$ cat src/rtl/lane_arb_pkg.sv
// Shared types for the lane write arbiter: lane width, lane vector type and
// the round-robin priority encoding.
package lane_arb_pkg;

  localparam int LANE_W = 8;

  // Lane 0 is the MSB of the register.
  typedef logic [0:LANE_W-1] lane_t;

  typedef enum logic {
    PRI_A = 1'b0,
    PRI_B = 1'b1
  } pri_e;

  function automatic pri_e other_pri(input pri_e p);
    return (p == PRI_A) ? PRI_B : PRI_A;
  endfunction

endpackage

$ cat src/rtl/lane_write_arbiter_if.sv
// Requester-side bundle of the lane write arbiter: both request/mask/data
// channels and their grants. The arbiter takes the slave view.
interface lane_write_arbiter_if
  import lane_arb_pkg::*;
#(
  parameter int W = LANE_W
);

  logic         req_a;
  logic [0:W-1] mask_a;
  logic [0:W-1] data_a;
  logic         gnt_a;

  logic         req_b;
  logic [0:W-1] mask_b;
  logic [0:W-1] data_b;
  logic         gnt_b;

  modport master (
    output req_a, mask_a, data_a,
    output req_b, mask_b, data_b,
    input  gnt_a, gnt_b
  );

  modport slave (
    input  req_a, mask_a, data_a,
    input  req_b, mask_b, data_b,
    output gnt_a, gnt_b
  );

endinterface

$ cat src/rtl/lane_rr_pointer.sv
// Round-robin priority pointer: holds which requester wins the next conflict
// and hands priority to the other side after every conflict cycle.
module lane_rr_pointer
  import lane_arb_pkg::*;
(
  input  logic clk,
  input  logic rst_n,
  input  logic conflict,
  output pri_e pri
);

  pri_e pri_q;
  pri_e pri_d;

  always_comb begin
    pri_d = pri_q;
    if (conflict) begin
      pri_d = other_pri(pri_q);
    end
  end

  always_ff @(posedge clk or negedge rst_n) begin
    if (!rst_n) begin
      pri_q <= PRI_A;
    end else begin
      pri_q <= pri_d;
    end
  end

  assign pri = pri_q;

endmodule

$ cat src/rtl/lane_write_arbiter.sv
// Single-owner write controller for a lane-addressed register shared by two
// requesters. Optional feature macro: COLLISION_COUNT_EN (conflict counter).
module lane_write_arbiter
  import lane_arb_pkg::*;
#(
  parameter int W     = LANE_W,
  parameter int CNT_W = 16
)(
  input  logic               clk,
  input  logic               rst_n,
  lane_write_arbiter_if.slave bus,
  output logic [0:W-1]       aa,
  output logic               coll,
  output logic [CNT_W-1:0]   coll_cnt
);

  pri_e         pri;
  logic         conflict;
  logic         gnt_a;
  logic         gnt_b;
  logic [0:W-1] aa_q;
  logic [0:W-1] aa_d;
  logic         coll_q;
  logic         coll_d;

  assign conflict = bus.req_a & bus.req_b & (|(bus.mask_a & bus.mask_b));

  lane_rr_pointer u_rr_pointer (
    .clk      (clk),
    .rst_n    (rst_n),
    .conflict (conflict),
    .pri      (pri)
  );

  // Without a conflict every request is granted; on a conflict only the
  // priority holder is, so granted masks never overlap.
  always_comb begin
    gnt_a = 1'b0;
    gnt_b = 1'b0;
    if (rst_n) begin
      gnt_a = bus.req_a & (~conflict | (pri == PRI_A));
      gnt_b = bus.req_b & (~conflict | (pri == PRI_B));
    end
  end

  assign bus.gnt_a = gnt_a;
  assign bus.gnt_b = gnt_b;

  genvar gi;
  generate
    for (gi = 0; gi < W; gi++) begin : g_lane
      assign aa_d[gi] = (gnt_a & bus.mask_a[gi]) ? bus.data_a[gi] :
                        (gnt_b & bus.mask_b[gi]) ? bus.data_b[gi] :
                                                   aa_q[gi];
    end
  endgenerate

  assign coll_d = conflict;

  always_ff @(posedge clk or negedge rst_n) begin
    if (!rst_n) begin
      aa_q   <= '0;
      coll_q <= 1'b0;
    end else begin
      aa_q   <= aa_d;
      coll_q <= coll_d;
    end
  end

  assign aa   = aa_q;
  assign coll = coll_q;

`ifdef COLLISION_COUNT_EN
  logic [CNT_W-1:0] cnt_q;
  logic [CNT_W-1:0] cnt_d;

  always_comb begin
    cnt_d = cnt_q;
    if (conflict && (cnt_q != {CNT_W{1'b1}})) begin
      cnt_d = cnt_q + {{(CNT_W-1){1'b0}}, 1'b1};
    end
  end

  always_ff @(posedge clk or negedge rst_n) begin
    if (!rst_n) begin
      cnt_q <= '0;
    end else begin
      cnt_q <= cnt_d;
    end
  end

  assign coll_cnt = cnt_q;
`else
  assign coll_cnt = '0;
`endif

endmodule

$ cat src/flat_wrapper.sv
// flat-port wrapper written by rule: the top's interface ports become plain ports
module lane_write_arbiter_flat import lane_arb_pkg::*;
#(
  parameter int W     = LANE_W,
  parameter int CNT_W = 16
)
  (clk, rst_n, aa, coll, coll_cnt, bus_req_a, bus_mask_a, bus_data_a, bus_req_b, bus_mask_b, bus_data_b, bus_gnt_a, bus_gnt_b);
  lane_write_arbiter_if #(.W(W)) bus_i ();
  input  logic clk;
  input  logic rst_n;
  output logic [0:W-1] aa;
  output logic coll;
  output logic [CNT_W-1:0] coll_cnt;
  input wire logic [$bits(bus_i.req_a)-1:0] bus_req_a;
  input wire logic [$bits(bus_i.mask_a)-1:0] bus_mask_a;
  input wire logic [$bits(bus_i.data_a)-1:0] bus_data_a;
  input wire logic [$bits(bus_i.req_b)-1:0] bus_req_b;
  input wire logic [$bits(bus_i.mask_b)-1:0] bus_mask_b;
  input wire logic [$bits(bus_i.data_b)-1:0] bus_data_b;
  output wire logic [$bits(bus_i.gnt_a)-1:0] bus_gnt_a;
  output wire logic [$bits(bus_i.gnt_b)-1:0] bus_gnt_b;
  assign bus_i.req_a = bus_req_a;
  assign bus_i.mask_a = bus_mask_a;
  assign bus_i.data_a = bus_data_a;
  assign bus_i.req_b = bus_req_b;
  assign bus_i.mask_b = bus_mask_b;
  assign bus_i.data_b = bus_data_b;
  assign bus_gnt_a = bus_i.gnt_a;
  assign bus_gnt_b = bus_i.gnt_b;
  lane_write_arbiter #(.W(W), .CNT_W(CNT_W)) u_core (.clk(clk), .rst_n(rst_n), .bus(bus_i), .aa(aa), .coll(coll), .coll_cnt(coll_cnt));
endmodule
$ cat config.mk
export PLATFORM = sky130hd
export DESIGN_NAME = lane_write_arbiter_flat
export DESIGN_NICKNAME = d
export VERILOG_FILES = /design/src/rtl/lane_arb_pkg.sv /design/src/rtl/lane_write_arbiter_if.sv /design/src/rtl/lane_rr_pointer.sv /design/src/rtl/lane_write_arbiter.sv /design/src/flat_wrapper.sv
export SDC_FILE = /design/constraint.sdc
export NUM_CORES = 1
export LEC_CHECK = 0
export CAP_MARGIN = 15
export CORE_AREA = 8 8 71 55
export CTS_BUF_LIST = sky130_fd_sc_hd__clkbuf_8
export DETAILED_ROUTE_END_ITERATION = 8
export DIE_AREA = 0 0 79 63
export GPL_TIMING_DRIVEN = 1
export MAX_ROUTING_LAYER = met4
export PLACE_DENSITY = 0.75
export SLEW_MARGIN = 20
export SYNTH_ARGS = -nofsm -noshare
export SYNTH_HDL_FRONTEND = slang
export SYNTH_SLANG_ARGS = --single-unit
export TNS_END_PERCENT = 30
$ cat constraint.sdc
create_clock -name clk -period 1.3 [get_ports clk]
set_input_delay 0.195 -clock clk [delete_from_list [all_inputs] [get_ports clk]]
set_output_delay 0.195 -clock clk [all_outputs]
set_load 0.005 [all_outputs]
==> impl_metrics.ini, run 1 <==
[worst_setup_path]
critPathRequiredTime_ns = 1.11
crit_buf_inv = 3
startpoint_type = primary input
worstPathCellList = buf_6 -> a22o_1 -> a221oi_2 -> buf_4 -> a21bo_1 -> and2_4 -> buf_6
cpMaxStageDelayCell = a22o_1
slowest_delay_ns = 0.25
crit_path_frequent_cell = buf_6
worst_ep_arrival_time_ns = 1.31
cp_top_family = compound AO/OA/AOI/OAI gates
cp_max_fo = 2
endpoint_kind = output port
worstSetupPathType = primary input to output port

[clock_tree]
clkTransAtPathRegs_ns = 0.05
postCtsHoldBufs = 0
cts_root_buf = clkbuf_8
cts_buffers = 3
insertion_delay_ns = 0.24
cts-htree-levels = 1
clockBufferDepth = 2
cts_tree = yes
cts.sinks = 10

[floorplanning]
core_um2 = 2893
rows = 17
ios = 63
die_w_um = 79
start_util_pct = 28.50
die_h_um = 63
die_area_um2 = 4977

[sta]
fin_skew_ns = 0.002357
rsz0062_at_grt = true
finalCritPeriodShare_pct = 115.7
slew_viol_final = 0
finalCriticalPeriod_ns = 1.504
fin_ws_ns = -0.2038
timing.fmax_ghz = 0.6650
tns_ns = -1.500
hold_viol = 0
setup_violations = 11

[placement]
io_buffers = 46
post-dp-hpwl_um = 2506
gp_congestion = 0.8253

[run]
cap_violations = 0

[global_routing]
grt_pass1_wl_um = 5437
grt_pass1_vias = 1123
grt_max_degree = 17
antenna_found_initial = 0
grt_overflow = 0
grt_use_total_pct = 14.27

[routing]
drcViolationCount = 0
vias = 1030
drt_iter0_drc = 82
wl_per_cell_um = 16.56
drtAntennaViolNets = 0
drtPass1Iterations = 4
wirelength_um = 3460
avgViaCountPerCell = 4.928

[pwr]
p_leak_nw = 0.6948
power.total_mw = 1.657
power_density_nw_per_um2 = 1106
ir_worst_vdd_uv = 355.1

[outcome]
outcome = complete, but fails checks
violations = setup timing

[cells_and_area]
nNetsFinal = 209
area_growth_pct = 81.79
ff_latch_area_um2 = 250.2
num_antenna_cells = 0
drive_above_1_share_pct = 27.49
multiInputGateArea_um2 = 521.8
fillers = 299

[yosys]
syn_inst = 106
ys_ff_latch = 10
syn_avg_cell_area_um2 = 7.779
yosys_warnings = 0
ys_types = 22
seq_area_frac_synth_pct = 30.35
synth_top_area_cell = dfrtp_1
synth_area_leaders = dfrtp_1, buf_4, nand2_1
synth_top_area_share_pct = 30.35
synthesis.area_um2 = 824.5

[min_path]
hold_class = primary input to flop
through the flow:
| step | hold WS, ns | std cells | cell area [µm²] | worst slack [ns] | utilization [%] |
|---|---|---|---|---|---|
| floorplan | -0.1006 | 121 | 884.6 | 0.004296 | - |
| global placement | 0.5392 | 197 | 1338 | -0.8687 | 46.24 |
| detailed placement | 0.5463 | 197 | 1338 | -0.8799 | 46.24 |
| CTS | 0.2329 | 209 | 1486 | -0.1567 | 51.38 |
| global route | 0.2312 | 209 | 1499 | -0.2543 | 51.82 |
| finish | 0.2330 | 209 | 1499 | -0.2038 | 51.82 |
cell usage after synthesis:
master	instances
buf_4	17
nand2_1	16
dfrtp_1	10
nand3_1	10
a31oi_1	8
nand4_1	8
nor3_1	8
o21ai_0	8
and2_1	3
a21oi_1	2
a221oi_2	2
a22o_1	2
buf_2	2
clkbuf_1	2
a21bo_1	1
a21boi_1	1
a21o_1	1
and2_2	1
buf_6	1
conb_1	1
nor2b_1	1
xor2_1	1
final timing paths:
kind	from	end	slack, ns	depth (start not counted)
max	bus_mask_a[0]	bus_gnt_b	-0.20	7
min	bus_mask_b[0]	u_core.aa[7]	0.23	3
max reg2reg	u_core.u_rr_pointer.pri	u_core.aa[4]	-0.06	6
min reg2reg	u_core.aa[2]	u_core.aa[2]	0.55	2
max in group asynchronous	rst_n	u_core.aa[5]	0.80	2
min in group asynchronous	rst_n	u_core.aa[7]	0.33	2
cells in the final DEF, fill, tap and decap left out, types with 2 or more instances in the layout:
master / synthesis / layout
nand2_1: 16 / 15
o21ai_0: 8 / 7
buf_6: 1 / 11
nand4_1: 8 / 8
dlygate4sd2_1: 0 / 8
buf_4: 17 / 18
a31oi_1: 8 / 8
clkdlybuf4s50_1: 0 / 18
a221oi_2: 2 / 2
conb_1: 1 / 16
clkbuf_8: 0 / 3
nor3_1: 8 / 7
clkdlybuf4s15_1: 0 / 3
a22o_1: 2 / 2
dlymetal6s2s_1: 0 / 5
dfrtp_1: 10 / 10
nand3_1: 10 / 10
and2_1: 3 / 3
buf_2: 2 / 4
worst min-delay path, stage by stage:
cell and delay (ns):
buf_6 0.10, nand4_1 0.06, a31oi_1 0.08
kinds of logic (layout without fill, tap and decap cells):
kind of cell | count (synthesis) | in the layout | synth area share [%]
other | 1 | 16 | 0.4548
XOR/XNOR | 1 | 1 | 1.062
AND/OR/NAND/NOR | 47 | 47 | 28.23
flip-flops | 10 | 10 | 30.35
buffers and inverters | 22 | 72 | 18.97
AO/OA/AOI/OAI | 25 | 25 | 20.94
power by group:
part	switching, mW	total, mW	internal (mW)
Combinational	0.377	0.846	0.469
Clock	0.129	0.332	0.204
Sequential	0.0627	0.479	0.416
Total	0.569	1.66	1.09
registers in the layout (all words and copies together) (netlist names):
register / count
u_core.aa: 8
u_core.coll: 1
u_core.u_rr_pointer.pri: 1
timing repair:
action                     in CTS  in global routing
gates resized for setup        80                  9
pin swaps                      18                  6
setup buffers                  10                  1
setup endpoints to repair      14                 16
layout make-up:
cell class	count	share of cell area, %
clock buffers	3	2.755
multi-input cells	89	34.81
repair buffers	69	42.57
flip-flops and latches	10	16.69
well taps	38	3.172
per-layer routing:
metal	up-vias	GRT usage, %	part of all wire, %
met1	483	15.80	43
met3	9	4.167	6.5
met2	55	22.82	48
li1	483	-	-
met5	-	-	0
met4	0	6.912	2.2
No activity file was read; power rests on OpenSTA's default activity.
==> run 2, diff against run 1 <==
Settings changed: CORE_AREA 8 8 71 55 to 5 5 68 52, DIE_AREA 0 0 79 63 to 0 0 73 57, GPL_TIMING_DRIVEN 1 to not set, HOLD_SLACK_MARGIN set to 0.08.
==> impl_metrics.ini, run 2 (synthesis results as in run 1) <==
[floorplanning]
core_um2 = 2893
die_h_um = 57
ios = 63
die_w_um = 73
die_area_um2 = 4161
start_util_pct = 28.50
rows = 17

[routing]
drcViolationCount = 0
vias = 1008
drt_iter0_drc = 75
drtAntennaViolNets = 0
avgViaCountPerCell = 4.846
wl_per_cell_um = 14.79
wirelength_um = 3076
drtPass1Iterations = 4

[worst_setup_path]
endpoint_kind = output port
cp_max_fo = 2
startpoint_type = flop
worst_ep_arrival_time_ns = 1.26
crit_start = u_core.u_rr_pointer.pri
worstSetupPathType = flop to output port
reg2reg_from = u_core.u_rr_pointer.pri
critPathRequiredTime_ns = 1.11

[sta]
fin_ws_ns = -0.1507
slew_viol_final = 0
setup_violations = 6
finalCritPeriodShare_pct = 111.6
finalCriticalPeriod_ns = 1.451
tns_ns = -0.3334
rsz0062_at_grt = true
fin_skew_ns = 0.002642
hold_viol = 0
timing.fmax_ghz = 0.6893
holdWs_ns = 0.09610

[outcome]
violations = setup timing
outcome = complete, but fails checks

[pwr]
power_density_nw_per_um2 = 1098
power.total_mw = 1.624
p_leak_nw = 0.6610
ir_worst_vdd_uv = 424.9

[cells_and_area]
area_growth_pct = 79.36
nNetsFinal = 208
fillers = 293
num_antenna_cells = 0
final_cells = 208
fin_area_um2 = 1479
fin_util_pct = 51.12
drive_above_1_share_pct = 30.00
multiInputGateArea_um2 = 550.5
largest_reg_flops = 8
final_common_cell = clkdlybuf4s50_1
ff_latch_area_um2 = 250.2
layout_common_cells = clkdlybuf4s50_1, buf_4, conb_1

[placement]
dp_cells = 202
io_buffers = 46
place_area_um2 = 1375
gp_congestion = 0.7835
post-dp-hpwl_um = 2388
post-place-ws_ns = -0.9492

[clock_tree]
cts_tree = yes
cts.sinks = 10
insertion_delay_ns = 0.23
clkTransAtPathRegs_ns = 0.05
cts-htree-levels = 1
clockBufferDepth = 2
cts_buffers = 3
cts_root_buf = clkbuf_8

[run]
cap_violations = 0

[global_routing]
grt_pass1_wl_um = 4843
grt_max_degree = 17
grt_use_total_pct = 15.51
antenna_found_initial = 0
grt_pass1_vias = 1004
grt_overflow = 0

[min_path]
hold_class = primary input to async pin
run 2: cell types whose count changed in the layout (fill, tap and decap cells not counted), moves of 2 or more:
cell             delta
clkdlybuf4s15_1     -2
clkdlybuf4s50_1     +4
buf_6               -7
nor3_1              -7
nor3_2              +7
and2_1              -2
buf_2               +4
and2_4              +2
dlymetal6s2s_1      -2
run 2: repair_timing:
item | 4_1_cts | 5_1_grt
buffers inserted | 3 | 0
hold buffers | 1 | 0
pin swaps | 16 | 4
resized for setup | 73 | 6
setup endpoints to repair | 12 | 13
endpoints found under the hold margin | 1 | 0
run 2: report_power, final:
part           internal [mW]  leakage (nW)  switching [mW]  total, mW
clock                  0.202        0.0216           0.116      0.319
sequential             0.416         0.118          0.0645      0.481
combinational          0.468         0.522           0.356      0.824
run 2: critical path, cell delays in order (launching register included):
cell and delay, ns:
dfrtp_1 0.42, nor2b_4 0.13, a21bo_1 0.22, and2_4 0.15, buf_6 0.11
run 2: cell type report:
type	instances	area share, %
Timing Repair Buffer	68	39.85
Multi-Input combinational cell	89	37.23
Sequential cell	10	16.92
Tap cell	38	3.215
Clock buffer	3	2.792
run 2: final timing paths:
check	end	cells past startpoint	slack, ns
max reg2reg	u_core.aa[1]	4	-0.02
min reg2reg	u_core.aa[2]	2	0.55
max in group asynchronous	u_core.u_rr_pointer.pri	3	0.60
max	bus_gnt_b	4	-0.15
min in group clk	u_core.aa[0]	3	0.26
min	u_core.coll	2	0.1
run 2: layer usage:
layer	up-vias	wire, µm	global-route usage (%)
li1	487	-	-
met1	474	1269	18.38
met2	43	1582	26.88
met3	4	200	2.289
met4	0	24	4.737
met5	-	0	-
==> run 3, diff against run 2 <==
Settings changed: ABC_AREA set to 1, CORE_AREA 5 5 68 52 to 5 5 72 55, CTS_CLUSTER_DIAMETER set to 50, DIE_AREA 0 0 73 57 to 0 0 77 60, PLACE_DENSITY 0.75 to 0.71.
==> impl_metrics.ini, run 3 <==
[outcome]
outcome = finished clean

[yosys]
synth_top_area_cell = dfrtp_1
synth.most_common_cell = nand2_1
syn_inst = 141
yosys_warnings = 0
synthesis.area_um2 = 912.1
async_flop_share_pct = 100.0
synth_top_cells_by_count = nand2_1, nand3_1, inv_1
synth_top_area_share_pct = 27.43
ys_ff_latch = 10
synth_area_leaders = dfrtp_1, nand2_1, nand3_1
dominantRegCellSynth = dfrtp_1
seq_area_frac_synth_pct = 27.43
synth-edff-count = 0
syn_avg_cell_area_um2 = 6.469
ys_types = 13

[worst_setup_path]
rr_endpoint = u_core.aa[7]
worstPathCellList = clkdlybuf4s50_1
crit_start = u_core.aa[7]
critPathRequiredTime_ns = 1.11
cp_num_cells = 1
cp_top_family = buffers and inverters
rr_worst_depth = 8
slowest_delay_ns = 0.50
reg2reg_from = u_core.u_rr_pointer.pri
cp-endpoint = aa[7]
endpoint_kind = output port
worst_ep_arrival_time_ns = 1.07
regToRegSetupSlack_ns = 0.06
startpoint_type = flop
cp_max_fo = 2
cpMaxStageDelayCell = clkdlybuf4s50_1
worstSetupPathType = flop to output port
crit_buf_inv = 1

[global_routing]
grt_use_total_pct = 11.14
grt_max_degree = 17
grt_pass1_vias = 929
grt_pass1_wl_um = 3967
antenna_found_initial = 0
grt_overflow = 0

[floorplanning]
die_h_um = 60
rows = 18
start_util_pct = 27.93
ios = 63
die_area_um2 = 4620
core_um2 = 3266
die_w_um = 77

[clock_tree]
cts_tree = yes
cts.sinks = 10
cts_root_buf = clkbuf_8
cts-htree-levels = 1
postCtsHoldBufs = 0
cts_buffers = 3
clockBufferDepth = 2
insertion_delay_ns = 0.23
clkTransAtPathRegs_ns = 0.05

[placement]
gp_congestion = 0.7865
post-place-ws_ns = -0.5762
post-dp-hpwl_um = 2101
io_buffers = 46

[sta]
setup_violations = 0
finalCriticalPeriod_ns = 1.270
hold_viol = 0
fin_ws_ns = 0.03029
finalCritPeriodShare_pct = 97.67
fin_skew_ns = 0.0004392
slew_viol_final = 0
timing.fmax_ghz = 0.7876

[routing]
drtPass1Iterations = 4
wirelength_um = 2707
drt_iter0_drc = 22
vias = 1007
avgViaCountPerCell = 4.161
drcViolationCount = 0
wl_per_cell_um = 11.19
drtAntennaViolNets = 0

[cells_and_area]
largest_reg_flops = 8
final_common_cell = nand2_1
drive_above_1_share_pct = 22.28
area_growth_pct = 57.34
layout_common_cells = nand2_1, nand3_1, inv_1
nNetsFinal = 240
num_antenna_cells = 0

[run]
cap_violations = 0

[pwr]
power.total_mw = 1.204
ir_worst_vdd_uv = 321.6
power_density_nw_per_um2 = 839.3
p_leak_nw = 0.8881

[min_path]
hold_class = primary input to async pin
run 3: changes by cell type after synthesis, moves of 3 or more:
| cell | change |
|---|---|
| o21ai_0 | -8 |
| nand2_1 | +27 |
| nor3_1 | -8 |
| inv_1 | +21 |
| nand3_1 | +21 |
| a31oi_1 | -8 |
| and2_1 | -3 |
run 3: per-stage QoR:
step / hold slack [ns] / utilization (%) / std cells / area, µm² / setup TNS [ns]
final: 0.09174 / 43.95 / 242 / 1435 / 0
after global placement: 0.5029 / 43.22 / 234 / 1411 / -4.403
after CTS: 0.09692 / 44.37 / 240 / 1449 / -0.04391
after detailed placement: 0.5009 / 43.22 / 234 / 1411 / -4.754
after floorplan: -0.1006 / - / 156 / 968.4 / 0
after global routing: 0.09958 / 43.95 / 242 / 1435 / -0.08635
run 3: kinds of logic (layout without fill, tap and decap cells):
family,count (synthesis),count (layout),share of synthesized area [%]
other,1,16,0.4111
buffers and inverters,41,87,25.10
flip-flops,10,10,27.43
AND/OR/NAND/NOR,89,89,47.05
run 3: routing by layer:
| layer | vias up | GRT usage (%) | routed length, µm |
|---|---|---|---|
| met1 | 432 | 14.56 | 1225 |
| met4 | 0 | 2.696 | 0 |
| met5 | - | - | 0 |
| met3 | 0 | 3.765 | 229 |
| li1 | 542 | - | - |
| met2 | 33 | 16.69 | 1252 |
run 3: repair_timing:
item                                    in CTS  in global routing
endpoints found under the setup margin      10                 15
setup buffers                                3                  2
pin swaps                                    9                 15
gates resized for setup                     30                 40
run 3: layout make-up:
cell class / count / area (µm²)
timing repair buffer: 61 / 510.5
multi-input combinational: 105 / 496.7
sequential: 10 / 250.2
tap: 40 / 50.05
fill: 328 / 1831
inverter: 23 / 86.33
clock buffer: 3 / 41.29
run 3: worst min path at each step:
stage	start	to	slack [ns]	cells past startpoint
floorplan	rst_n	u_core.aa[0]	-0.10	0
global placement	u_core.aa[0]	u_core.aa[0]	0.50	2
detailed placement	u_core.aa[0]	u_core.aa[0]	0.50	2
CTS	rst_n	u_core.u_rr_pointer.pri	0.1	2
global route	rst_n	u_core.u_rr_pointer.pri	0.1	2
finish	rst_n	u_core.aa[5]	0.09	2
run 3: where the power goes:
| part | internal [mW] | switching (mW) | leakage, nW |
|---|---|---|---|
| Combinational | 0.268 | 0.208 | 0.743 |
| Clock | 0.203 | 0.117 | 0.0216 |
| Sequential | 0.374 | 0.0344 | 0.124 |
